===== config.mk =====
export PLATFORM = sky130hd
export DESIGN_NAME = tone_sequencer
export DESIGN_NICKNAME = d
export VERILOG_FILES = /design/src/rtl/tone_seq_pkg.sv /design/src/rtl/tone_sequencer_tick_prescaler.sv /design/src/rtl/tone_sequencer.sv
export SDC_FILE = /design/constraint.sdc
export NUM_CORES = 1
export LEC_CHECK = 0
export ABC_AREA = 1
export BUFFER_PORTS_ARGS = -buffer_cell sky130_fd_sc_hd__buf_2
export CORE_ASPECT_RATIO = 1.1
export CORE_MARGIN = 4
export CORE_UTILIZATION = 55
export DETAILED_ROUTE_END_ITERATION = 7
export PLACE_DENSITY = 0.85
export SYNTH_ARGS = -nofsm -noshare
export SYNTH_HDL_FRONTEND = slang
export SYNTH_HIERARCHICAL = 1
export SYNTH_SLANG_ARGS = --single-unit

===== constraint.sdc =====
create_clock -name clk_50MHz -period 2.8 [get_ports clk_50MHz]
set_input_delay 0.28 -clock clk_50MHz [delete_from_list [all_inputs] [get_ports clk_50MHz]]
set_output_delay 0.28 -clock clk_50MHz [all_outputs]
set_load 0.05 [all_outputs]

===== src/rtl/tone_seq_pkg.sv =====
// tone_seq_pkg: note codes, sequencer FSM encoding and note-table entry layout
package tone_seq_pkg;
  localparam logic [1:0] NOTE_C4 = 2'b00;
  localparam logic [1:0] NOTE_CS4 = 2'b01;
  localparam logic [1:0] NOTE_B4 = 2'b10;
  localparam logic [1:0] NOTE_C5 = 2'b11;
  localparam int NOTE_W = 2;
  localparam int REST_W = 1;
  typedef enum logic [1:0] {S_IDLE, S_LOAD, S_PLAY, S_GAP} fsm_e;
  function automatic int entry_w(input int dur_w);
    return dur_w + NOTE_W + REST_W;
  endfunction
endpackage


===== src/rtl/tone_sequencer_tick_prescaler.sv =====
// tick_prescaler: one-cycle tick every DIV clocks, restartable so each phase gets whole ticks
module tick_prescaler #(
  parameter int DIV = 4
) (
  input  logic clk_i,
  input  logic rst_n_i,
  input  logic clr_i,
  output logic tick_o
);
  localparam int W = $clog2(DIV);
  logic [W-1:0] cnt_q, cnt_d;
  assign tick_o = cnt_q == W'(DIV - 1);
  // wrap after the tick cycle; clear restarts the count at phase entry
  always_comb cnt_d = (clr_i || tick_o) ? '0 : cnt_q + W'(1);
  // count register
  always_ff @(posedge clk_i) cnt_q <= !rst_n_i ? '0 : cnt_d;
endmodule


===== src/rtl/tone_sequencer.sv =====
// tone_sequencer: timed playback of a writable note table onto the buzzer tone select
module tone_sequencer
  import tone_seq_pkg::*;
#(
  parameter int CLK_HZ    = 50_000_000,
  parameter int TICK_HZ   = 100,
  parameter int DEPTH     = 8,
  parameter int DUR_W     = 6,
  parameter int GAP_TICKS = 1
) (
  input  logic                     clk_50MHz,
  input  logic                     rst_n,
  input  logic                     start,
  input  logic                     stop,
  input  logic                     loop,
  input  logic                     wr_en,
  input  logic [$clog2(DEPTH)-1:0] wr_addr,
  input  logic [DUR_W+2:0]         wr_data,
  output logic [1:0]               state,
  output logic                     tone_en,
  output logic                     busy,
  output logic                     done,
  output logic [$clog2(DEPTH)-1:0] play_idx
);
  localparam int TICK_DIV = CLK_HZ / TICK_HZ;
  localparam int AW = $clog2(DEPTH);
  localparam int EW = entry_w(DUR_W);
  localparam logic [DUR_W-1:0] GAP_N = DUR_W'(GAP_TICKS);
  logic [EW-1:0] tbl_q [DEPTH];
  fsm_e fsm_q, fsm_d;
  logic [AW-1:0] idx_q, idx_d;
  logic [DUR_W-1:0] cnt_q, cnt_d;
  logic wrap_q, wrap_d;
  logic [1:0] state_q, state_d;
  logic tone_en_q, tone_en_d, busy_q, busy_d, done_q, done_d;
  logic tick, end_seg, at_end, relo, presc_clr;
  logic [DUR_W-1:0] e_dur;
  logic [NOTE_W-1:0] e_note;
  logic e_rest;
  assign {e_rest, e_note, e_dur} = tbl_q[idx_q];
  assign end_seg = tick && cnt_q == DUR_W'(1);
  // wrap_q marks that the last slot finished, which ends the melody like an end marker
  assign at_end = wrap_q || e_dur == '0;
  // looping restarts from entry 0 unless entry 0 itself is the end (empty melody)
  assign relo = loop && idx_q != '0;
  assign presc_clr = fsm_d != fsm_q;
  assign state = state_q;
  assign tone_en = tone_en_q;
  assign busy = busy_q;
  assign done = done_q;
  assign play_idx = idx_q;
  tick_prescaler #(.DIV(TICK_DIV)) u_presc (
    .clk_i  (clk_50MHz),
    .rst_n_i(rst_n),
    .clr_i  (presc_clr),
    .tick_o (tick)
  );
  // note table: cleared to end markers on reset; writes are only observed at LOAD
  always_ff @(posedge clk_50MHz)
    if (!rst_n) for (int i = 0; i < DEPTH; i++) tbl_q[i] <= '0;
    else if (wr_en) tbl_q[wr_addr] <= wr_data;
  // FSM state and registered outputs
  always_ff @(posedge clk_50MHz)
    if (!rst_n) begin
      fsm_q     <= S_IDLE;
      idx_q     <= '0;
      cnt_q     <= '0;
      wrap_q    <= 1'b0;
      state_q   <= NOTE_C4;
      tone_en_q <= 1'b0;
      busy_q    <= 1'b0;
      done_q    <= 1'b0;
    end else begin
      fsm_q     <= fsm_d;
      idx_q     <= idx_d;
      cnt_q     <= cnt_d;
      wrap_q    <= wrap_d;
      state_q   <= state_d;
      tone_en_q <= tone_en_d;
      busy_q    <= busy_d;
      done_q    <= done_d;
    end
  // next state: one counter times both note length and gap, in ticks
  always_comb begin
    fsm_d = fsm_q;
    idx_d = idx_q;
    cnt_d = cnt_q;
    wrap_d = wrap_q;
    if (stop) fsm_d = S_IDLE;
    else case (fsm_q)
      S_IDLE: if (start) begin
        fsm_d = S_LOAD;
        idx_d = '0;
        wrap_d = 1'b0;
      end
      S_LOAD: begin
        fsm_d = !at_end ? S_PLAY : relo ? S_LOAD : S_IDLE;
        idx_d = (at_end && relo) ? '0 : idx_q;
        cnt_d = e_dur;
        wrap_d = 1'b0;
      end
      S_PLAY, S_GAP: if (tick) begin
        cnt_d = cnt_q - DUR_W'(1);
        if (end_seg) begin
          if (fsm_q == S_PLAY && GAP_TICKS != 0) begin
            fsm_d = S_GAP;
            cnt_d = GAP_N;
          end else begin
            fsm_d = S_LOAD;
            wrap_d = &idx_q;
            idx_d = wrap_d ? idx_q : idx_q + AW'(1);
          end
        end
      end
      default: fsm_d = S_IDLE;
    endcase
  end
  // outputs: note latched at LOAD, gate dropped at note end or stop, done on natural end only
  always_comb begin
    state_d = (fsm_q == S_LOAD && !at_end && !stop) ? e_note : state_q;
    tone_en_d = stop ? 1'b0 : (fsm_q == S_LOAD && !at_end) ? !e_rest : (fsm_q == S_PLAY && end_seg) ? 1'b0 : tone_en_q;
    busy_d = fsm_d != S_IDLE;
    done_d = !stop && fsm_q == S_LOAD && at_end && !relo;
  end
endmodule

Yosys cells after proc, flatten, opt, wreduce, memory -nomap -nowiden --
Memory sizes are Yosys's and may differ from the RTL's. A register that Yosys moved wholly into a read port is not among the register bits. Index checks and enable logic that the tools add are counted.
Word-level totals: register bits 36, latch bits 0, RAM bits 72, ROM bits 0, input port bits 18, output and inout port bits 8, logic and storage cells 91, memories kept 1
Cells by class: add/subtract/negate cells 3, multipliers 0, div/mod/pow operators 0, order comparisons 0, eq/ne operators 12, shift-type cells 0, mux-type cells 35, bitwise logic cells 2, reduce and logical (&&, ||, !) cells 29
Memory list:
- tbl_q | words 8, bits a word 9, rd ports 1, clocked after Yosys merged registers in 1, write ports 8, line tone_sequencer.sv:29 | logic [EW-1:0] tbl_q [DEPTH];
Operators with widths (number):
- $mux W3 | 9
- $add A19 B1 Y19 const B | 1
- $eq A19 B19 Y1 const B | 1
- $mux W6 | 3
- $mux W1 | 12
- $mux W2 | 6
- $ne A2 B2 Y1 const B | 6
- $pmux W6 S2 | 1
- $logic_and A1 B1 Y1 | 9
- $mux W9 | 1
- $pmux W3 S3 | 1
- $reduce_or A9 Y1 | 1
- $reduce_and A7 Y1 | 1
- $eq A6 B1 Y1 const B | 1
- $logic_not A6 Y1 | 1
- $pmux W2 S3 | 1
- $reduce_and A3 Y1 | 2
- $reduce_bool A2 Y1 | 3
- $reduce_or A2 Y1 | 3
- $sub A6 B1 Y6 const B | 1
- $reduce_and A5 Y1 | 1
- $eq A2 B2 Y1 const B | 2
- $logic_not A1 Y1 | 4
- $add A3 B1 Y3 const B | 1
- other kinds (7) | 9

Logic depth before layout (Yosys ltp) --
Gate-level depths: netlist (run 1).
depth in word-level cells 9, gate-level depth with buffers 18, depth with buffers taken out 18

Modules after synthesis --
The synthesis (run 1) kept the hierarchy.
Modules (own cells, without submodules):
- tone_sequencer | times used 1, cells each 500, area an instance 4414.2 sq um, seq. area each 2562.5 sq um
- tick_prescaler | times used 1, cells each 146, area an instance 1024.7 sq um, seq. area each 380.4 sq um

Least setup slack after synthesis (run 1) --
No wires, ideal clock.
path type register to register, start register u_presc.cnt_q[0], end register u_presc.cnt_q[11], library setup time 0.062 ns, arrival time 2.081 ns, required time 2.738 ns, setup slack 0.658 ns, cell stages (with the launch flop) 17, clock period less this slack 2.142 ns, cell sequence dfxtp_1 ha_1 nand2_2 nor2_4 nand3_2 inv_1 inv_1 nor2_1 nand4_1 a21oi_1 nand3_2 nand2_1 nand3_1 nor2_1 nand2_4 buf_6 nor2_2
Between the ends: word-level cells in the longest chain between the ends 9
Ends and longest elaborated chain:
- start: declaration | line tone_sequencer_tick_prescaler.sv:11 | logic [W-1:0] cnt_q, cnt_d;
- start signal: assignment | line tone_sequencer_tick_prescaler.sv:16 | always_ff @(posedge clk_i) cnt_q <= !rst_n_i ? '0 : cnt_d;
- $eq A19 B19 Y1 * | line tone_sequencer_tick_prescaler.sv:12 | assign tick_o = cnt_q == W'(DIV - 1);
- via tick | line tone_sequencer.sv:36 | logic tick, end_seg, at_end, relo, presc_clr;
- $logic_and A1 B1 Y1 | line tone_sequencer.sv:41 | assign end_seg = tick && cnt_q == DUR_W'(1);
- $mux W2 | line tone_sequencer.sv:104 | if (end_seg) begin
- $mux W2 * | line tone_sequencer.sv:102 | S_PLAY, S_GAP: if (tick) begin
- $pmux W2 S3 * | line tone_sequencer.sv:90 | else case (fsm_q)
- $mux W2 * | line tone_sequencer.sv:89 | if (stop) fsm_d = S_IDLE;
- $ne A2 B2 Y1 * | line tone_sequencer.sv:46 | assign presc_clr = fsm_d != fsm_q;
- via presc_clr | line tone_sequencer.sv:36
- $logic_or A1 B1 Y1 * | line tone_sequencer_tick_prescaler.sv:14 | always_comb cnt_d = (clr_i || tick_o) ? '0 : cnt_q + W'(1);
- $reduce_or A2 Y1 (no source line) *
The timed path passes the listed nets; every way through them passes the cells marked *. A chain may end at the register's enable or synchronous reset.

Worst setup path after layout (run 1) --
start register u_presc.cnt_q[0], end register u_presc.cnt_q[7]
The elaborated chain is that of the path after synthesis.

==> run metrics, run 1 <==
setup TNS=0 ns; DR iter-0 viols=363; register share of total power=0.585; DR WL/cell=15.62 um; Final Total Pwr=3.216 mW; CTS tree=yes; Switching Share=0.2877; Starting Density=0.5731; layout cells sized above 1=0.1150; Vias/cell=5.558; root buffer cell=clkbuf_8; worst setup margin=0.2846 ns; largest net degree at the start of global routing=38; Post-DP HPWL=8.889 mm; CTS max path bufs=2; top post-synthesis cells by count=nand2_1 (146), nor2_1 (139), edfxtp_1 (72); Distinct cells, synth=36; pwr dens=554.0 mW/mm2; worst-path maximum fanout=19; final clock skew=0.01045 ns; Antenna Cells=0; total core area=0.009490 mm2; Worst-Margin Slew=0.5045 ns; WP data required=3.11 ns; Die H=112.3 um; Arr. time, crit path=2.83 ns; I/O Buffers=25; synth top area cells=edfxtp_1 (40%), dfxtp_1 (14%), nand2_1 (10%), nor2_1 (9.6%), inv_1 (4.9%); startpoint types=register; Mapped Nets=670; Slew Limit Fails=0; endpoint class of the critical path=register; total number of placement rows=37; total CTS buffers=9; worst hold path type=input pin to register; cells after synthesis=646; global route overflow=0; dpl ws=0.3411 ns; EDFF count, synth=72; final-layout fill cell count=803; ys async rst share=0; die width=102.8 um; clk sinks=111; first-pass iteration count of the detailed router=8; Leak Pwr=2.423 nW; post-CTS sizing=0; die area=0.01155 mm2; Crit Path Class=register to register; cts-stage hold buffer count=0; Avg Inst Size Synth=8.419 um2; nets=698; most instantiated library cell after synthesis=nand2_1; worst rel slew slack=0.6632; DRT antenna net count=0; clk slew on worst S/H paths=0.10 ns; GRT Total Usage=0.2242; routability cong.=0.8830; vias in the first global route=4,097; Setup Viol. Count Final=0; DRC Markers=0; P_int=2.290 mW; I/O Pins=26; drt total wl=12.42 mm; Fin. Hold Viols=0; register area share after synthesis=0.5411; Post-synth top flop=edfxtp_1; initial antenna violation count=0; Tmin final=2.515 ns; Synth area leader=edfxtp_1; number of synthesized register bits=111; H-tree lvl count=3; unrepaired setup endpoints after global routing=no; YS warnings=6; Sw Pwr=0.9252 mW; Clock Latency Late Sink=0.38 ns; Comb pwr share=0.147; first-pass GRT wire length=20.00 mm; highest achievable clock rate=397.5 MHz; Clock power frac=0.269; status=finished, final reports clean; period utilisation layout=0.8984; cell area after synthesis=0.005439 mm2; Area growth syn-to-layout=6.717%; Max Cap Violations=0; maximum VDD drop=0.0002803 V; postcts setup bufs=0; top cell type's share of synthesized area=0.3975; vias after detailed routing=4,419
-- routing by layer --
| metal | vias to the layer above | GRT usage | wire length (um) | part of all wire |
|---|---|---|---|---|
| li1 | 2142 | - | - | - |
| met1 | 2042 | 0.2839 | 4979 | 0.40 |
| met2 | 204 | 0.3781 | 6129 | 0.49 |
| met3 | 31 | 0.03667 | 936 | 0.075 |
| met4 | 0 | 0.09154 | 371 | 0.030 |
| met5 | - | 0 | 0 | 0 |
-- kinds of logic after synthesis --
logic type / Yosys count / synth area share
xor gates and xnor gates: 11 / 0.01771
adders and majority gates: 6 / 0.01380
DFF: 111 / 0.5411
AOI/OAI and AO/OA: 60 / 0.06349
and+or+nand+nor: 365 / 0.2885
buffers and inverters: 93 / 0.07545
-- stage by stage --
stage	std cells	hold slack, ns	cell area [um2]	util
after floorplan	646	0.4102	5439	-
after global placement	780	0.4384	5644	0.5947
after detailed placement	780	0.4506	5644	0.5947
after CTS	795	0.1945	5804	0.6116
after global routing	795	0.2122	5804	0.6116
final	795	0.2078	5804	0.6116
-- layout by cell type (no fill, tap or decap), types with 2 or more instances in the layout --
cell type   count
nand2_1       146
nor2_1        139
edfxtp_1       72
inv_1          71
nand3_1        43
dfxtp_1        39
a21oi_1        28
buf_2          25
o21ai_0        17
nor2_2         10
clkbuf_8        9
nand4_1         7
a221oi_1        6
xor2_1          6
ha_1            6
buf_4           6
nand2_2         5
xnor2_1         5
inv_2           4
clkinv_1        4
nor2_4          4
or2_2           3
a31oi_1         3
nand3_4         2
nand3_2         2
nor3_1          2
a211oi_1        2
inv_6           2
clkinvlp_2      2
-- critical path: stages, from the launching register on --
cell     delay (ns)
dfxtp_1        0.38
ha_1           0.24
nand2_2        0.09
nor2_4         0.13
nand3_2        0.12
inv_1          0.07
inv_1          0.06
nor2_1         0.10
nand4_1        0.13
a21oi_1        0.28
nand3_2        0.13
nand2_1        0.07
nand3_1        0.09
nor2_1         0.20
nand2_4        0.18
a21oi_1        0.16
-- power by group through the flow --
| stage | clock network [mW] | registers, mW | logic (mW) |
|---|---|---|---|
| global route | 0.941 | 1.89 | 0.520 |
| floorplan | 0 | 1.92 | 0.341 |
| detailed placement | 0 | 1.92 | 0.464 |
| finish | 0.864 | 1.88 | 0.472 |
| CTS | 0.861 | 1.88 | 0.467 |
| global placement | 0 | 1.91 | 0.452 |
-- path summary, 6_finish.rpt --
check | from | endpoint | slack [ns] | depth (start not counted)
max | u_presc/cnt_q[0]$_SDFF_PP0_ | u_presc/cnt_q[7]$_SDFF_PP0_ | 0.28 | 15
min | loop | done$_SDFF_PN0_ | 0.21 | 4
max reg2reg | u_presc/cnt_q[0]$_SDFF_PP0_ | u_presc/cnt_q[7]$_SDFF_PP0_ | 0.28 | 15
min reg2reg | state[0]$_SDFFE_PN0P_ | state[0]$_SDFFE_PN0P_ | 0.48 | 2
-- flip-flops by register name (all words and copies together) (netlist names), named ones only --
signal,count
play_idx,3
fsm_q,2
state,2
tbl_q,72
done,1
cnt_q,6
wrap_q,1
tone_en,1
busy,1
u_presc/cnt_q,19
-- layout make-up --
type,count,area [um2],area share
clock buffers,9,123.9,0.02134
clock inverters,6,36.28,0.006251
inverters,79,299.0,0.05152
multi-input cells,442,2086,0.3593
flip-flops and latches,111,2943,0.5070
well taps,117,146.4,0.02522
repair buffers,31,170.2,0.02932
(Power assumes the default switching activity.)
==> inputs of run 2 (changes only) <==
--- a/config.mk
+++ b/config.mk
@@ -5,10 +5,9 @@
 export SDC_FILE = /design/constraint.sdc
 export NUM_CORES = 1
 export LEC_CHECK = 0
-export ABC_AREA = 1
 export BUFFER_PORTS_ARGS = -buffer_cell sky130_fd_sc_hd__buf_2
 export CORE_ASPECT_RATIO = 1.1
-export CORE_MARGIN = 4
+export CORE_MARGIN = 5
 export CORE_UTILIZATION = 55
 export DETAILED_ROUTE_END_ITERATION = 7
 export PLACE_DENSITY = 0.85
==> run metrics, run 2 <==
Mapped Nets=469; Distinct cells, synth=51; cell area after synthesis=0.005365 mm2; FF+latch area=0.002950 mm2; Max Cap Violations=0; worst rel slew slack=0.3606; top post-synthesis cells by count=and2_1 (72), edfxtp_1 (72), nor2_1 (46); WP data required=3.06 ns; Vias/cell=5.926; most frequent cells in the layout=and2_1 (72), edfxtp_1 (72), nor2_1 (46), dfxtp_1 (35), buf_2 (25); Sw Pwr=0.8070 mW; drt total wl=11.57 mm; vias after detailed routing=3,603; clk sinks=111; first-pass iteration count of the detailed router=5; Cell Chain, Critical Path=ha_4, nand4_4, or4_4, nor4_2, buf_4, nand3b_1, o41a_1, nor3_4, a21oi_1, a311oi_2; total core area=0.009444 mm2; first-pass GRT wire length=19.24 mm; I/O Pins=26; register share of total power=0.602; final-layout fill cell count=689; Clock power frac=0.324; cts-stage hold buffer count=0; Final Total Pwr=3.083 mW; GRT Total Usage=0.2041; die area=0.01183 mm2; grt met3 use=0.03905; Buf+Inv Stages, Crit Path=1; CTS tree=yes; Comb pwr share=0.074; met1 usage=0.2404; Slew Limit Fails=0; worst hold path type=input pin to register; endpoint class of the critical path=register; DR WL/cell=19.02 um; Clock Latency Late Sink=0.39 ns; register area share after synthesis=0.5485; number of synthesized register bits=111; CTS max path bufs=2; final clock skew=0.02505 ns; Starting Density=0.5681; period utilisation layout=0.9456; top cell type's share of synthesized area=0.4030; Worst-Margin Slew=0.9558 ns; worst-path maximum fanout=4; Die H=113.6 um; largest net degree at the start of global routing=25; P_int=2.277 mW; Post-synth top flop=edfxtp_1; I/O Buffers=25; Synth area leader=edfxtp_1; Crit Path Class=register to register; YS warnings=6; Post-DP HPWL=8.141 mm; Avg Inst Size Synth=12.06 um2; routability cong.=0.8819; Area growth syn-to-layout=11.08%; ys async rst share=0; total CTS buffers=9; highest achievable clock rate=377.7 MHz; global route overflow=0; layout cells sized above 1=0.1874; DRT antenna net count=0; hold slack=0.1945 ns; GR Util met2=0.3754; largest registers=tbl_q x72, u_presc/cnt_q x19, cnt_q x6; EDFF count, synth=72; multi-input logic area=0.002291 mm2; die width=104.2 um; grt peak-use layer=met2; Tmin final=2.648 ns; total number of placement rows=37; vias in the first global route=3,768; root buffer cell=clkbuf_8; Leak Pwr=2.061 nW; Setup Viol. Count Final=0; Slowest-stage cell, CP=or4_4; clk slew on worst S/H paths=0.12 ns; Fin. Hold Viols=0; slowest stage delay, CP=0.46 ns; H-tree lvl count=3; Antenna Cells=0; initial antenna violation count=0; Switching Share=0.2617; nets=510; startpoint types=register; maximum VDD drop=0.0002872 V; setup TNS=0 ns; status=finished, final reports clean; Arr. time, crit path=2.90 ns; Largest Register=tbl_q; DRC Markers=0; cells after synthesis=445; Largest delay share family, worst path=simple AND/OR/NAND/NOR gates; pwr dens=517.4 mW/mm2; synth top area cells=edfxtp_1 (40%), dfxtp_1 (15%), and2_1 (8.4%), mux4_2 (5.5%), nor2_1 (3.2%); DR iter-0 viols=320; fin util=0.6310; max reg flops=72
[run 2: worst paths after layout]
kind / cells past startpoint / slack (ns) / endpoint / from
setup / recovery: 10 / 0.15 / register / u_presc/cnt_q[1]$_SDFF_PP0_
hold / removal: 3 / 0.19 / busy$_SDFF_PN0_ / start
setup reg to reg: 10 / 0.15 / register / u_presc/cnt_q[1]$_SDFF_PP0_
hold reg to reg: 2 / 0.49 / tone_en$_SDFFE_PP0P_ / tone_en$_SDFFE_PP0P_
[run 2: repair_timing]
action / CTS / global route
endpoints found under the hold margin: 0 / 0
gates resized for setup: 2 / 9
endpoints found under the setup margin: 4 / 18
buffers inserted: 0 / 0
pin swaps: 3 / 2
[run 2: power groups by stage]
stage          combinational [mW]  sequential [mW]  clock, mW
5_1_grt                     0.252             1.86       1.08
4_1_cts                     0.227             1.85       1.01
3_5_place_dp                0.222             1.89          0
6_report                    0.229             1.86      0.999
2_1_floorplan               0.139             1.88          0
3_3_place_gp                0.211             1.88          0
[run 2: area by class of cell]
class | count | share of cell area
inverters | 16 | 0.01008
clock inverters | 7 | 0.01491
multi-input cells | 302 | 0.3844
clock buffers | 9 | 0.02079
repair buffers | 46 | 0.05018
well taps | 117 | 0.02456
flip-flops and latches | 111 | 0.4951
[run 2: cell families after synthesis]
group	Yosys count	share of synthesized area
mux	29	0.1026
flops	111	0.5485
xor+xnor	14	0.02285
compound gates	56	0.07556
simple gates	197	0.2062
fa+ha+maj	6	0.01399
buf+inv	32	0.03032
[run 2: per-layer routing]
metal | routed length [um] | vias up
li1 | - | 1724
met1 | 4639 | 1760
met2 | 6314 | 109
met3 | 488 | 10
met4 | 125 | 0
met5 | 0 | -
[run 2: tightest hold or removal path: stages]
cell,delay (ns)
buf_2,0.10
nor3_1,0.04
nor3_1,0.11
[run 2: stage by stage]
step	std cells	setup slack (ns)	area, um2
global route	608	-0.02094	5959
global placement	592	0.07394	5704
finish	608	0.1522	5959
detailed placement	592	0.00007860	5704
CTS	608	0.01641	5926
floorplan	445	0.05010	5365
